[src/rtl/image_sel_pkg.sv]
// Shared constants for the image selector: select width, default timing and counter sizing.
// Latency: n/a (package only).
// Backpressure: n/a (package only).
package image_sel_pkg;

    localparam int SEL_W                = 2;
    localparam int DEBOUNCE_CYCLES_DEF  = 1000000;    // 20 ms at 50 MHz
    localparam int SLIDESHOW_CYCLES_DEF = 150000000;  // 3 s at 50 MHz

    // Width of a counter that runs 0 .. cycles-1.
    function automatic int cnt_width(input int cycles);
        return (cycles <= 2) ? 1 : $clog2(cycles);
    endfunction

    localparam int DB_CNT_W_DEF = cnt_width(DEBOUNCE_CYCLES_DEF);

endpackage

[src/rtl/image_select_ctrl_btn_debounce.sv]
// Button front end: 2-flop sync per raw bit, AND of synced bits, debounce, rising-edge press pulse.
// Latency: raw edge -> press_o pulse is 2 + DEBOUNCE_CYCLES + 1 cycles, fixed.
// Backpressure: none; the press pulse is one cycle wide and cannot be stalled.
//
// Ports: clk, rst_n (async active-low); raw_i[N_IN-1:0] raw asynchronous inputs;
//        level_o debounced level; press_o one-cycle pulse on a 0->1 of level_o.
module btn_debounce
    import image_sel_pkg::*;
#(
    parameter int N_IN            = 1,
    parameter int DEBOUNCE_CYCLES = DEBOUNCE_CYCLES_DEF
) (
    input  logic            clk,
    input  logic            rst_n,
    input  logic [N_IN-1:0] raw_i,
    output logic            level_o,
    output logic            press_o
);
    localparam int              CNT_W    = cnt_width(DEBOUNCE_CYCLES);
    localparam logic [CNT_W-1:0] CNT_LAST = CNT_W'(DEBOUNCE_CYCLES - 1);

    logic [N_IN-1:0]  meta_q;
    logic [N_IN-1:0]  sync_q;
    logic             sample;
    logic [CNT_W-1:0] cnt_q, cnt_d;
    logic             stable_q, stable_d;
    logic             stable_prev_q;
    logic             press_q, press_d;

    // Multi-bit buttons count as pressed only when every synchronized bit is high.
    assign sample = &sync_q;

    always_comb begin
        cnt_d    = '0;
        stable_d = stable_q;
        // The counter only runs while the sample disagrees with the accepted level;
        // any return to the accepted level reloads it.
        if (sample != stable_q) begin
            if (cnt_q == CNT_LAST) begin
                stable_d = sample;
            end else begin
                cnt_d = cnt_q + 1'b1;
            end
        end
        // Registered rise detect: adds the one cycle that keeps total latency fixed.
        press_d = stable_q & ~stable_prev_q;
    end

    always_ff @(posedge clk or negedge rst_n) begin
        if (!rst_n) begin
            meta_q        <= '0;
            sync_q        <= '0;
            cnt_q         <= '0;
            stable_q      <= 1'b0;
            stable_prev_q <= 1'b0;
            press_q       <= 1'b0;
        end else begin
            meta_q        <= raw_i;
            sync_q        <= meta_q;
            cnt_q         <= cnt_d;
            stable_q      <= stable_d;
            stable_prev_q <= stable_q;
            press_q       <= press_d;
        end
    end

    assign level_o = stable_q;
    assign press_o = press_q;

endmodule

[src/rtl/image_select_ctrl.sv]
// Image selector: debounced left/right buttons step select_image with wrap; optional slideshow.
// Latency: raw button edge -> select_image update is 2 + DEBOUNCE_CYCLES + 2 cycles, fixed.
// Backpressure: none; every accepted press is applied in the following cycle.
//
// Ports: clk, rst_n (async active-low); left_button/right_button raw step buttons;
//        center_button_a/_b raw center pair (pressed when both high);
//        select_image current index; select_change one-cycle pulse on update;
//        center_button debounced center level; slideshow_on auto-advance active.
// Build option: define SLIDESHOW_EN to add center-toggled auto-advance every
//               SLIDESHOW_CYCLES cycles; otherwise slideshow_on is tied 0.
module image_select_ctrl
    import image_sel_pkg::*;
#(
    parameter int DEBOUNCE_CYCLES  = DEBOUNCE_CYCLES_DEF,
    parameter int NUM_IMAGES       = 4,
    parameter int SLIDESHOW_CYCLES = SLIDESHOW_CYCLES_DEF
) (
    input  logic             clk,
    input  logic             rst_n,
    input  logic             left_button,
    input  logic             right_button,
    input  logic             center_button_a,
    input  logic             center_button_b,
    output logic [SEL_W-1:0] select_image,
    output logic             select_change,
    output logic             center_button,
    output logic             slideshow_on
);
    localparam logic [SEL_W-1:0] SEL_LAST = SEL_W'(NUM_IMAGES - 1);

    logic             press_l, press_r, press_c;
    logic             unused_level_l, unused_level_r;
    logic [SEL_W-1:0] sel_q, sel_d;
    logic [SEL_W-1:0] sel_inc, sel_dec;
    logic             chg_q;

    btn_debounce #(.N_IN(1), .DEBOUNCE_CYCLES(DEBOUNCE_CYCLES)) u_left (
        .clk     (clk),
        .rst_n   (rst_n),
        .raw_i   (left_button),
        .level_o (unused_level_l),
        .press_o (press_l)
    );

    btn_debounce #(.N_IN(1), .DEBOUNCE_CYCLES(DEBOUNCE_CYCLES)) u_right (
        .clk     (clk),
        .rst_n   (rst_n),
        .raw_i   (right_button),
        .level_o (unused_level_r),
        .press_o (press_r)
    );

    // Both center contacts are synchronized individually and ANDed inside.
    btn_debounce #(.N_IN(2), .DEBOUNCE_CYCLES(DEBOUNCE_CYCLES)) u_center (
        .clk     (clk),
        .rst_n   (rst_n),
        .raw_i   ({center_button_a, center_button_b}),
        .level_o (center_button),
        .press_o (press_c)
    );

`ifdef SLIDESHOW_EN
    localparam int               PER_W    = cnt_width(SLIDESHOW_CYCLES);
    localparam logic [PER_W-1:0] PER_LAST = PER_W'(SLIDESHOW_CYCLES - 1);

    logic [PER_W-1:0] per_q, per_d;
    logic             slide_q, slide_d;
    logic             auto_step;

    always_comb begin
        per_d     = '0;
        auto_step = 1'b0;
        slide_d   = slide_q ^ press_c;
        // Counter idles at zero while off, so switching on starts a fresh period.
        // Any manual press wins over the auto step and restarts the period.
        if (slide_q && !(press_l || press_r)) begin
            if (per_q == PER_LAST) begin
                auto_step = 1'b1;
            end else begin
                per_d = per_q + 1'b1;
            end
        end
    end

    always_ff @(posedge clk or negedge rst_n) begin
        if (!rst_n) begin
            per_q   <= '0;
            slide_q <= 1'b0;
        end else begin
            per_q   <= per_d;
            slide_q <= slide_d;
        end
    end

    assign slideshow_on = slide_q;
`else
    // Center press only feeds center_button in this build.
    logic unused_press_c;
    assign unused_press_c = press_c;
    assign slideshow_on   = 1'b0;
`endif

    always_comb begin
        sel_inc = (sel_q == SEL_LAST) ? '0 : sel_q + 1'b1;
        sel_dec = (sel_q == '0) ? SEL_LAST : sel_q - 1'b1;
        sel_d   = sel_q;
        // Simultaneous left+right presses cancel.
        if (press_r && !press_l) begin
            sel_d = sel_inc;
        end else if (press_l && !press_r) begin
            sel_d = sel_dec;
        end
`ifdef SLIDESHOW_EN
        else if (auto_step) begin
            sel_d = sel_inc;
        end
`endif
    end

    always_ff @(posedge clk or negedge rst_n) begin
        if (!rst_n) begin
            sel_q <= '0;
            chg_q <= 1'b0;
        end else begin
            sel_q <= sel_d;
            chg_q <= (sel_d != sel_q);
        end
    end

    assign select_image  = sel_q;
    assign select_change = chg_q;

endmodule
[config.mk]
export PLATFORM = sky130hd
export DESIGN_NAME = image_select_ctrl
export DESIGN_NICKNAME = d
export VERILOG_FILES = /design/src/rtl/image_sel_pkg.sv /design/src/rtl/image_select_ctrl_btn_debounce.sv /design/src/rtl/image_select_ctrl.sv
export SDC_FILE = /design/constraint.sdc
export NUM_CORES = 1
export LEC_CHECK = 0
export CORE_MARGIN = 2
export CORE_UTILIZATION = 34
export CTS_BUF_LIST = sky130_fd_sc_hd__clkbuf_8
export DETAILED_ROUTE_END_ITERATION = 8
export PLACE_DENSITY = 0.54
export SYNTH_ARGS = -nofsm -noshare
export SYNTH_HDL_FRONTEND = slang
export SYNTH_SLANG_ARGS = --single-unit
[constraint.sdc]
create_clock -name clk -period 2.5 [get_ports clk]
set_input_delay 0.625 -clock clk [delete_from_list [all_inputs] [get_ports clk]]
set_output_delay 0.625 -clock clk [all_outputs]
set_load 0.05 [all_outputs]
==> summary.md <==
| Metric | Value |
|---|---|
| Status | `finished, final reports clean` |
| Most frequent cells in the layout | `dfrtp_1 (78), nor2_1 (45), nand3_1 (23)` |
| DP HPWL | `4.481 mm` |
| Post-synth top area cell | `dfrtp_1` |
| Psw | `about 510 µW` |
| Slew headroom | `0.6489` |
| Max-slew violation count | `0` |
| Area post-placement | `roughly 4000 µm²` |
| Ys Warns | `0` |
| Post-CTS setup buffer count | `0` |
| Commonest non-fill, non-tap cell in the layout | `dfrtp_1` |
| RSZ-0062 raised after global routing | `false` |
| Layout cells sized above 1 | `0.08136` |
| CTS Buffer Depth | `2` |
| Part of the Yosys area used for sequential elements | `0.5372` |
| Worst Hold Class | `in -> async` |
| CP top delay family | `buffers and inverters` |
| I/O Buffers | `9` |
| Vias per cell | `approximately 5.0` |
| Synthesized Nets | `372` |
| Crit path arrival time | `1.61 ns` |
| Worst setup margin | `between 0.2 and 0.3 ns` |
| Total CTS buffers | `9` |
| Setup TNS | `0 ns` |
| Initial core utilization | `0.3504` |
| Reg2reg setup slack | `0.38 ns` |
| Post-route ant nets | `0` |
| Core region area | `approximately 10000 µm²` |
| CTS root buffer | `clkbuf_8` |
| Final Hold Viols | `0` |
| DP Worst Slack | `~0.39 ns` |
| Yosys reg bits | `78` |
| Yosys cell types | `38` |
| Minimum clock period | `2.234 ns` |
| Max Clock Freq | `around 0.45 GHz` |
| Final Setup Violations | `0` |
| Final Net Count | `about 390` |
| PD cells | `roughly 560 nW/µm²` |
| Fillcell total | `about 1100` |
| Max stage delay on crit path | `0.83 ns` |
| Register Area | `slightly below 2000 µm²` |
| Largest net degree at the start of global routing | `45` |
| Max-Cap Viols | `0` |
| Sw frac | `0.2229` |
| Type of origin of the critical path | `flip-flop` |
| Synth top area cells | `dfrtp_1 (54%), xor2_1 (5.1%), nor2_1 (4.6%)` |
| I/O pin total | `11` |
| Reg power frac | `0.562` |
| Total gr overflow | `0` |
| Die height | `between 100 and 150 µm` |
| Required @ worst endpoint | `about 1.9 ns` |
| Die width | `about 110 µm` |
| Final Cycle Share | `0.8934` |
| Rows | `37` |
| Lkg Pwr | `about 0.0017 µW` |
| Setup CP Type | `reg -> out` |
| Total track usage | `0.1278` |
| Worst vdd rail ir drop | `~290 µV` |
| TritonCTS clock tree | `yes` |
| Internal power | `around 1800 µW` |
| Comb pwr share | `0.036` |
| Clk sinks | `78` |
| First-pass GRT wire length | `roughly 12 mm` |
| Via count | `2597` |
| Worst-path fanout max | `6` |
| Critical path cell sequence | `clkdlybuf4s50_1` |
| Least-Margin Pin Slew | `about 0.52 ns` |
| Ant diodes | `0` |
| Worst path slowest cell | `clkdlybuf4s50_1` |
| Total Wirelength | `roughly 6.7 mm` |
| Router iterations before antenna repair | `4` |
| Clk pwr share | `0.403` |
| RePlAce Congestion | `a little under 0.8` |
| Worst path bufs/invs | `1` |
| Clk_skew | `about 0.0096 ns` |
| Top cell type's share of synthesized area | `0.5372` |
| Die Area | `approximately 12000 µm²` |
| Clk_lat worst skew | `around 0.34 ns` |
| Clock transition at path regs | `around 0.08 ns` |
| Routed len/inst | `roughly 13 µm` |
| Antenna violations before repair | `0` |
| Area of the multi-input gates | `approximately 1600 µm²` |
| Post-Synthesis Cell Area | `3633 µm²` |
| Mean area per synthesized cell | `10.07 µm²` |
| Post-CTS sizing | `0` |
| Number of global-route vias before repair | `2564` |
| Layout Area Growth over Synthesis | `13.02%` |
| Crit path capture type | `output pin` |
| DRC | `0` |
| H-tree levels | `3` |
| Hold_buf cts | `0` |
| Initial DRC Count | `just over 100` |
| Post-Synthesis Cells | `approximately 360` |
| Finished Cell Area | `4106 µm²` |
## synthesized netlist by cell type (all sizes together)
cell type and number:
dfrtp 78, nor2 45, nand3 24, xor2 21
a21oi 19, nand2 19, xnor2 19, o21ai 16
inv 12, or3 12, nand4 11, clkbuf 10
and3 9, nor3 8, nor4 8, or4 7
o31ai 6, and4 5, ha 5, and2 4
buf 3, nand4b 3, nor2b 3, mux2 2
mux2i 2, nand2b 2, nor4b 2, a31oi 1
conb 1, nor3b 1, nor4bb 1, o211a 1
o22ai 1
## metrics by stage
step,total power [µW],cells,utilization,hold slack (ns)
after floorplan,1345,361,-,0.3294
after global placement,1396,501,0.3774,0.3343
after detailed placement,1398,501,0.3774,0.3401
after CTS,2352,517,0.3960,0.2367
after global routing,2400,517,0.3960,0.2630
final,2293,517,0.3960,0.2372
## registers in the layout, indices dropped and copies added, names as in the netlist, 2 cells and up
| signal | flops |
|---|---|
| select_image | 2 |
| u_center.cnt_q | 20 |
| u_center.meta_q | 2 |
| u_center.sync_q | 2 |
| u_left.cnt_q | 20 |
| u_right.cnt_q | 20 |
## layer usage
layer	vias to the layer above	wire length, µm	global-route usage	share of wire
met2	26	3153	0.2075	0.47
li1	1291	-	-	-
met3	8	168	0.02906	0.025
met1	1272	3249	0.1660	0.49
met4	0	105	0.04945	0.016
met5	-	0	0	0
## worst paths after layout
path | from | endpoint | cells past startpoint
max | select_image[0]$_DFF_PN0_ | select_image[0] | 1
min | rst_n | u_center.cnt_q[5]$_DFF_PN0_ | 1
max reg2reg | u_right.cnt_q[0]$_DFF_PN0_ | u_right.cnt_q[18]$_DFF_PN0_ | 5
min reg2reg | u_center.meta_q[0]$_DFF_PN0_ | u_center.sync_q[0]$_DFF_PN0_ | 0
max in group asynchronous | rst_n | u_center.cnt_q[7]$_DFF_PN0_ | 2
min in group clk | u_center.meta_q[0]$_DFF_PN0_ | u_center.sync_q[0]$_DFF_PN0_ | 0
## kinds of logic (layout without fill, tap and decap cells)
group | after synthesis | after routing | synth area share
other | 1 | 1 | 0.001032
AO/OA/AOI/OAI | 44 | 44 | 0.06819
multiplexers | 4 | 4 | 0.01171
buffers and inverters | 25 | 45 | 0.02755
AND/OR/NAND/NOR | 164 | 164 | 0.2407
flip-flops | 78 | 78 | 0.5372
XOR/XNOR | 40 | 40 | 0.09642
adder cells (fa/ha/maj) | 5 | 5 | 0.01722
## final cells by class
class                   count  area share
flip-flops and latches     78      0.4753
multi-input cells         258      0.3863
well taps                 136     0.04144
repair buffers             17     0.03900
clock buffers              10     0.03352
clock inverters             6     0.01341
inverters                  12     0.01097
## power groups by stage
stage | combinational [µW] | clock (µW) | sequential [µW]
global placement | 84.3 | 0 | 1310
CTS | 85.2 | 979 | 1290
global route | 93.4 | 1020 | 1290
finish | 81.4 | 923 | 1290
detailed placement | 84.9 | 0 | 1310
floorplan | 34.3 | 0 | 1310
Note: power is estimated with default switching activity, not from simulation.
